**src/rtl/mem_copy_dma.sv**
```systemverilog
// rtl/mem_copy_dma.sv - word-by-word memory copy engine (RD/LAT/WR per word)
// Optional fill mode under macro DMA_FILL_EN.
module mem_copy_dma #(
  parameter int DW = 16,
  parameter int AW = 16
) (
  input  logic          clk,
  input  logic          rst,
  input  logic          start,
  input  logic [AW-1:0] src,
  input  logic [AW-1:0] dst,
  input  logic [AW-1:0] len,
`ifdef DMA_FILL_EN
  input  logic          fill_mode,
  input  logic [DW-1:0] fill_val,
`endif
  output logic          busy,
  output logic          done,
  output logic [AW-1:0] mem_addr,
  output logic [DW-1:0] mem_din,
  output logic          mem_we,
  input  logic [DW-1:0] mem_dout
);

  typedef enum logic [2:0] {IDLE, RD, LAT, WR, FIN} state_t;

  state_t        state, state_n;
  logic [AW-1:0] src_q, src_n;
  logic [AW-1:0] dst_q, dst_n;
  logic [AW-1:0] cnt_q, cnt_n;
  logic [DW-1:0] data_q, data_n;
  logic          fill_q, fill_n;
  logic [DW-1:0] fval_q, fval_n;
  logic          we_q;
  logic          fill_in;
  logic [DW-1:0] fval_in;

`ifdef DMA_FILL_EN
  assign fill_in = fill_mode;
  assign fval_in = fill_val;
`else
  assign fill_in = 1'b0;
  assign fval_in = '0;
`endif

  // A reset edge must not let an in-flight write reach the memory.
  assign mem_we = we_q && !rst;

  always_comb begin
    state_n = state;
    src_n   = src_q;
    dst_n   = dst_q;
    cnt_n   = cnt_q;
    data_n  = data_q;
    fill_n  = fill_q;
    fval_n  = fval_q;
    case (state)
      IDLE: begin
        if (start) begin
          if (len != '0) begin
            src_n   = src;
            dst_n   = dst;
            cnt_n   = len;
            fill_n  = fill_in;
            fval_n  = fval_in;
            state_n = fill_in ? WR : RD;
          end else begin
            state_n = FIN;
          end
        end
      end
      RD:  state_n = LAT;
      LAT: begin
        data_n  = mem_dout;
        state_n = WR;
      end
      WR: begin
        src_n = src_q + 1'b1;
        dst_n = dst_q + 1'b1;
        cnt_n = cnt_q - 1'b1;
        if (cnt_n != '0) state_n = fill_q ? WR : RD;
        else             state_n = FIN;
      end
      FIN:     state_n = IDLE;
      default: state_n = IDLE;
    endcase
  end

  // Outputs are registered from the next state so they line up with the state itself.
  always_ff @(posedge clk) begin
    if (rst) begin
      state    <= IDLE;
      src_q    <= '0;
      dst_q    <= '0;
      cnt_q    <= '0;
      data_q   <= '0;
      fill_q   <= 1'b0;
      fval_q   <= '0;
      busy     <= 1'b0;
      done     <= 1'b0;
      we_q     <= 1'b0;
      mem_addr <= '0;
      mem_din  <= '0;
    end else begin
      state  <= state_n;
      src_q  <= src_n;
      dst_q  <= dst_n;
      cnt_q  <= cnt_n;
      data_q <= data_n;
      fill_q <= fill_n;
      fval_q <= fval_n;
      busy   <= (state_n != IDLE);
      done   <= (state == FIN);
      we_q   <= (state_n == WR);
      if (state_n == RD || state_n == LAT) mem_addr <= src_n;
      else if (state_n == WR)              mem_addr <= dst_n;
      else                                 mem_addr <= '0;
      if (state_n == WR) mem_din <= fill_n ? fval_n : data_n;
      else               mem_din <= '0;
    end
  end

endmodule

```
**config.mk**
```make
export PLATFORM = sky130hd
export DESIGN_NAME = mem_copy_dma
export DESIGN_NICKNAME = d
export VERILOG_FILES = /design/src/rtl/mem_copy_dma.sv
export SDC_FILE = /design/constraint.sdc
export NUM_CORES = 1
export LEC_CHECK = 0
export BUFFER_PORTS_ARGS = -buffer_cell sky130_fd_sc_hd__buf_2
export CAP_MARGIN = 0
export CORE_UTILIZATION = 55
export DETAILED_ROUTE_END_ITERATION = 6
export PLACE_DENSITY = 0.79
export SLEW_MARGIN = 20
export SYNTH_ARGS = -nofsm -noshare
export SYNTH_HDL_FRONTEND = slang
export SYNTH_SLANG_ARGS = --single-unit
export TNS_END_PERCENT = 5
```
**constraint.sdc**
```tcl
create_clock -name clk -period 3.1 [get_ports clk]
set_input_delay 0.465 -clock clk [delete_from_list [all_inputs] [get_ports clk]]
set_output_delay 0.465 -clock clk [all_outputs]
set_load 0.01 [all_outputs]
```
==> results_dict.tcl <==
set metrics [dict create \
    outcome "finished, final reports clean" \
    drcViolationCount 0 \
    path_buf_inv 0 \
    post-route-min-period_ns 2.74 \
    synth.distinct_cells 62 \
    grt_start_max_net_pins 42 \
    syn-num-nets 683 \
    grt_usage_pct 31.0 \
    start_util_pct 56.9 \
    combinational_family_with_the_most_area_after_synthesis "simple AND/OR/NAND/NOR gates" \
    fraction_of_the_cycle_the_final_worst_path_needs_pct 88.2 \
    slowest_delay_ns 0.68 \
    critPathRequiredTime_ns 3.54 \
    synth_simple_gate_area_share_pct 24.6 \
    cts-buffers-inserted 17 \
    final-seq-area_um2 2380 \
    cp-start-kind "register" \
    cts.root.buffer_cell "sky130_fd_sc_hd__clkbuf_8" \
    worst_slew_margin_rel_pct 46.7 \
    synth-compound-area-share_pct 20.4 \
    critical_path_peak_fanout 18 \
    setup.worst_path.class "register to register" \
    cts.sinks 119 \
    post_synth_main_area_contributors "sky130_fd_sc_hd__dfxtp_1 45%, sky130_fd_sc_hd__nor2_1 5.4%, sky130_fd_sc_hd__a21oi_1 4.0%" \
    grt_pass1_vias 4994 \
    multi_input_comb_area_um2 2670 \
    detailedRoute.firstPassIterationCount 6 \
    io-pin-count 102 \
    postSynthRegisterBits 119 \
    worst-slew-pin-transition_ns 0.799 \
    route.final.wire_length_um 14900 \
    first_pass_grt_wire_length_um 24300 \
    synth_xor_xnor_area_share_pct 0.828 \
    worst_hold_path_type "input pin to register" \
    ys_seq_area_share_pct 45.1 \
    power.static_leakage_nw 2.60 \
    route.detailed.vias_per_inst 6.18 \
    cts_hold_repair.buffers 0 \
    cts_post_setup_buffers_inserted 0 \
    routedWlPerCell_um 17.5 \
    port_buffers 101 \
    design.final.nets 780 \
    pre_cts_ws_ns 0.248 \
    placeableCoreArea_um2 9280 \
    grt_setup_unrepaired "no" \
    post-route-worst-setup-slack_ns 0.364 \
    worst_setup_path_end_kind "register" \
    synth_ff_type "sky130_fd_sc_hd__dfxtp_1" \
    avgSynthCellArea_um2 8.64 \
    yosys_warnings 0 \
    cp_slowest_cell "sky130_fd_sc_hd__nor4_1" \
    synthAdderAreaFrac_pct 0.947 \
    timing.hold.ws_ns 0.194 \
    clock_latency_ns 0.52 \
    synth_top_area_share_pct 45.1 \
    antennaDiodeCount 0 \
    ir_worst_vdd_mv 0.408 \
    timing.max_cap.violations 0 \
    clk_pin_slew_worst_paths_ns 0.06 \
    area_of_all_placed_cells_without_fillers_um2 6500 \
    critical_path.top_delay_family "simple AND/OR/NAND/NOR gates" \
    cell_area_after_synthesis_um2 5290 \
    timing.critical_path.cells "nand3b_1 -> nor4_1 -> nand4_1 -> a2bb2oi_1 -> a21oi_1 -> o2bb2ai_1" \
    report.power.total_mw 4.30 \
    drtIter0Drc 459 \
    design.die.area_um2 10000 \
    die_height_um 100 \
    hold_viol_final 0 \
    biggest_area_consumer_among_synthesized_cells "sky130_fd_sc_hd__dfxtp_1" \
    placement_rows 35 \
    nFillCells 749 \
    dp_hpwl_um 9980 \
    drive_above_1_share_pct 23.3 \
    fin_setup_tns_ns 0 \
    gpl.final_weighted_congestion 0.884 \
    route.antenna.remaining_nets 0 \
    synthArstFlopShare_pct 0 \
    globalRoute.totalOverflow 0 \
    cts_htree_levels 4 \
    fmax_mhz 366 \
    worst-endpoint-arrival_ns 3.17 \
    fp.dieW_um 100 \
    placed_area_um2 5910 \
    power_per_cell_area_nw_per_um2 661 \
    cts_tree "built" \
    multiplexer_fraction_of_the_synthesized_cell_area_pct 3.64 \
    synth-edff-count 0 \
    slew_violations 0 \
    area_delta_synth_final_pct 22.9 \
    antenna_found_initial 1 \
    setup-violations-final 0 \
    syn_inst 612 \
    route.vias.total 5259 \
    worst_clock_skew_ns 0.00864 \
    cts_buffer_depth 2 \
]
## worst register-to-register path, stage by stage, from the launching register on
cell and delay [ns]:
sky130_fd_sc_hd__dfxtp_1 0.53, sky130_fd_sc_hd__nand3b_1 0.67, sky130_fd_sc_hd__nor4_1 0.68, sky130_fd_sc_hd__nand4_1 0.22
sky130_fd_sc_hd__a2bb2oi_1 0.18, sky130_fd_sc_hd__a21oi_1 0.22, sky130_fd_sc_hd__o2bb2ai_1 0.16
## worst paths after layout
kind / slack [ns] / startpoint / cells past startpoint / end
worst max register to register: 0.36 / state[2]$_SDFF_PP0_ / 6 / mem_addr[15]$_SDFF_PP0_
worst max-delay path: 0.36 / state[2]$_SDFF_PP0_ / 6 / mem_addr[15]$_SDFF_PP0_
worst min-delay path: 0.19 / len[7] / 3 / cnt_q[7]$_SDFFE_PP0P_
worst min register to register: 0.46 / fval_q[0]$_SDFF_PP0_ / 1 / fval_q[0]$_SDFF_PP0_
## cell usage in the layout (no fill, tap or decap), types with 4 or more instances in the layout
cell                        instances
sky130_fd_sc_hd__o21ai_0           21
sky130_fd_sc_hd__mux2i_1           17
sky130_fd_sc_hd__nor3_1            22
sky130_fd_sc_hd__nor2_1            74
sky130_fd_sc_hd__buf_2            101
sky130_fd_sc_hd__a31oi_1           17
sky130_fd_sc_hd__a221oi_1           5
sky130_fd_sc_hd__a21oi_1           42
sky130_fd_sc_hd__clkbuf_16         16
sky130_fd_sc_hd__nand4_1           12
sky130_fd_sc_hd__and2_1            19
sky130_fd_sc_hd__nand2b_1           4
sky130_fd_sc_hd__a22o_1            10
sky130_fd_sc_hd__a211oi_1          20
sky130_fd_sc_hd__o31ai_1            4
sky130_fd_sc_hd__nand2_1           55
sky130_fd_sc_hd__inv_1             12
sky130_fd_sc_hd__nand3_1           23
sky130_fd_sc_hd__or4_1              8
sky130_fd_sc_hd__inv_6              8
sky130_fd_sc_hd__dfxtp_1          119
sky130_fd_sc_hd__nor4_1            11
sky130_fd_sc_hd__ha_1               4
sky130_fd_sc_hd__buf_4             19
sky130_fd_sc_hd__nand3b_1           4
sky130_fd_sc_hd__a222oi_1           4
sky130_fd_sc_hd__nor3b_1            4
## cells in the mapped netlist, types with 4 or more instances
cell,instances
sky130_fd_sc_hd__a211oi_1,20
sky130_fd_sc_hd__a21oi_1,42
sky130_fd_sc_hd__a221oi_1,5
sky130_fd_sc_hd__a222oi_1,4
sky130_fd_sc_hd__a22o_1,10
sky130_fd_sc_hd__a31oi_1,17
sky130_fd_sc_hd__and2_1,19
sky130_fd_sc_hd__buf_2,13
sky130_fd_sc_hd__clkbuf_1,24
sky130_fd_sc_hd__dfxtp_1,119
sky130_fd_sc_hd__ha_1,4
sky130_fd_sc_hd__inv_1,12
sky130_fd_sc_hd__mux2i_1,17
sky130_fd_sc_hd__nand2_1,55
sky130_fd_sc_hd__nand2b_1,4
sky130_fd_sc_hd__nand3_1,23
sky130_fd_sc_hd__nand3b_1,4
sky130_fd_sc_hd__nand4_1,12
sky130_fd_sc_hd__nor2_1,76
sky130_fd_sc_hd__nor3_1,22
sky130_fd_sc_hd__nor3b_1,4
sky130_fd_sc_hd__nor4_1,11
sky130_fd_sc_hd__o21ai_0,21
sky130_fd_sc_hd__o31ai_1,4
sky130_fd_sc_hd__or4_1,8
## where the power goes
group | internal [mW] | switching (mW) | total (mW) | leakage [nW]
registers | 1.63 | 0.0910 | 1.72 | 0.970
logic | 0.243 | 0.373 | 0.617 | 1.34
clock network | 1.19 | 0.777 | 1.96 | 0.288
total | 3.05 | 1.24 | 4.30 | 2.60
## what timing repair did
action,in CTS,in global routing
endpoints found under the hold margin,0,0
gates resized for setup,0,1
endpoints found under the setup margin,0,11
## layout make-up
| type | count | area share, % |
|---|---|---|
| well taps | 129 | 2.48 |
| multi-input cells | 439 | 41.1 |
| flip-flops and latches | 119 | 36.7 |
| repair buffers | 120 | 9.97 |
| clock inverters | 14 | 2.46 |
| inverters | 12 | 0.693 |
| clock buffers | 18 | 6.59 |
## metal layers
layer	up-vias	global-route usage (%)	share of wire (%)
li1	2449	-	-
met1	2482	38.6	42
met2	279	50.8	47
met3	49	7.45	8.1
met4	0	14.5	3.0
met5	-	0	0
## flip-flops by register name, summed over array words and instances, names as in the netlist
name,cells
cnt_q,16
data_q,16
dst_q,16
fval_q,16
mem_addr,16
mem_din,16
src_q,16
state,3
busy,1
done,1
fill_q,1
we_q,1
## logic make-up after synthesis
family	count (synthesis)
fa+ha+maj	4
mux	19
buf+inv	54
flops	119
simple gates	257
xor+xnor	5
compound gates	154
## metrics by stage
step,instances,utilization (%)
3_5_place_dp,819,63.6
6_report,851,70.0
4_1_cts,851,70.0
2_1_floorplan,612,-
3_3_place_gp,819,63.6
5_1_grt,851,70.0
Note: power is estimated with default switching activity, not from simulation.
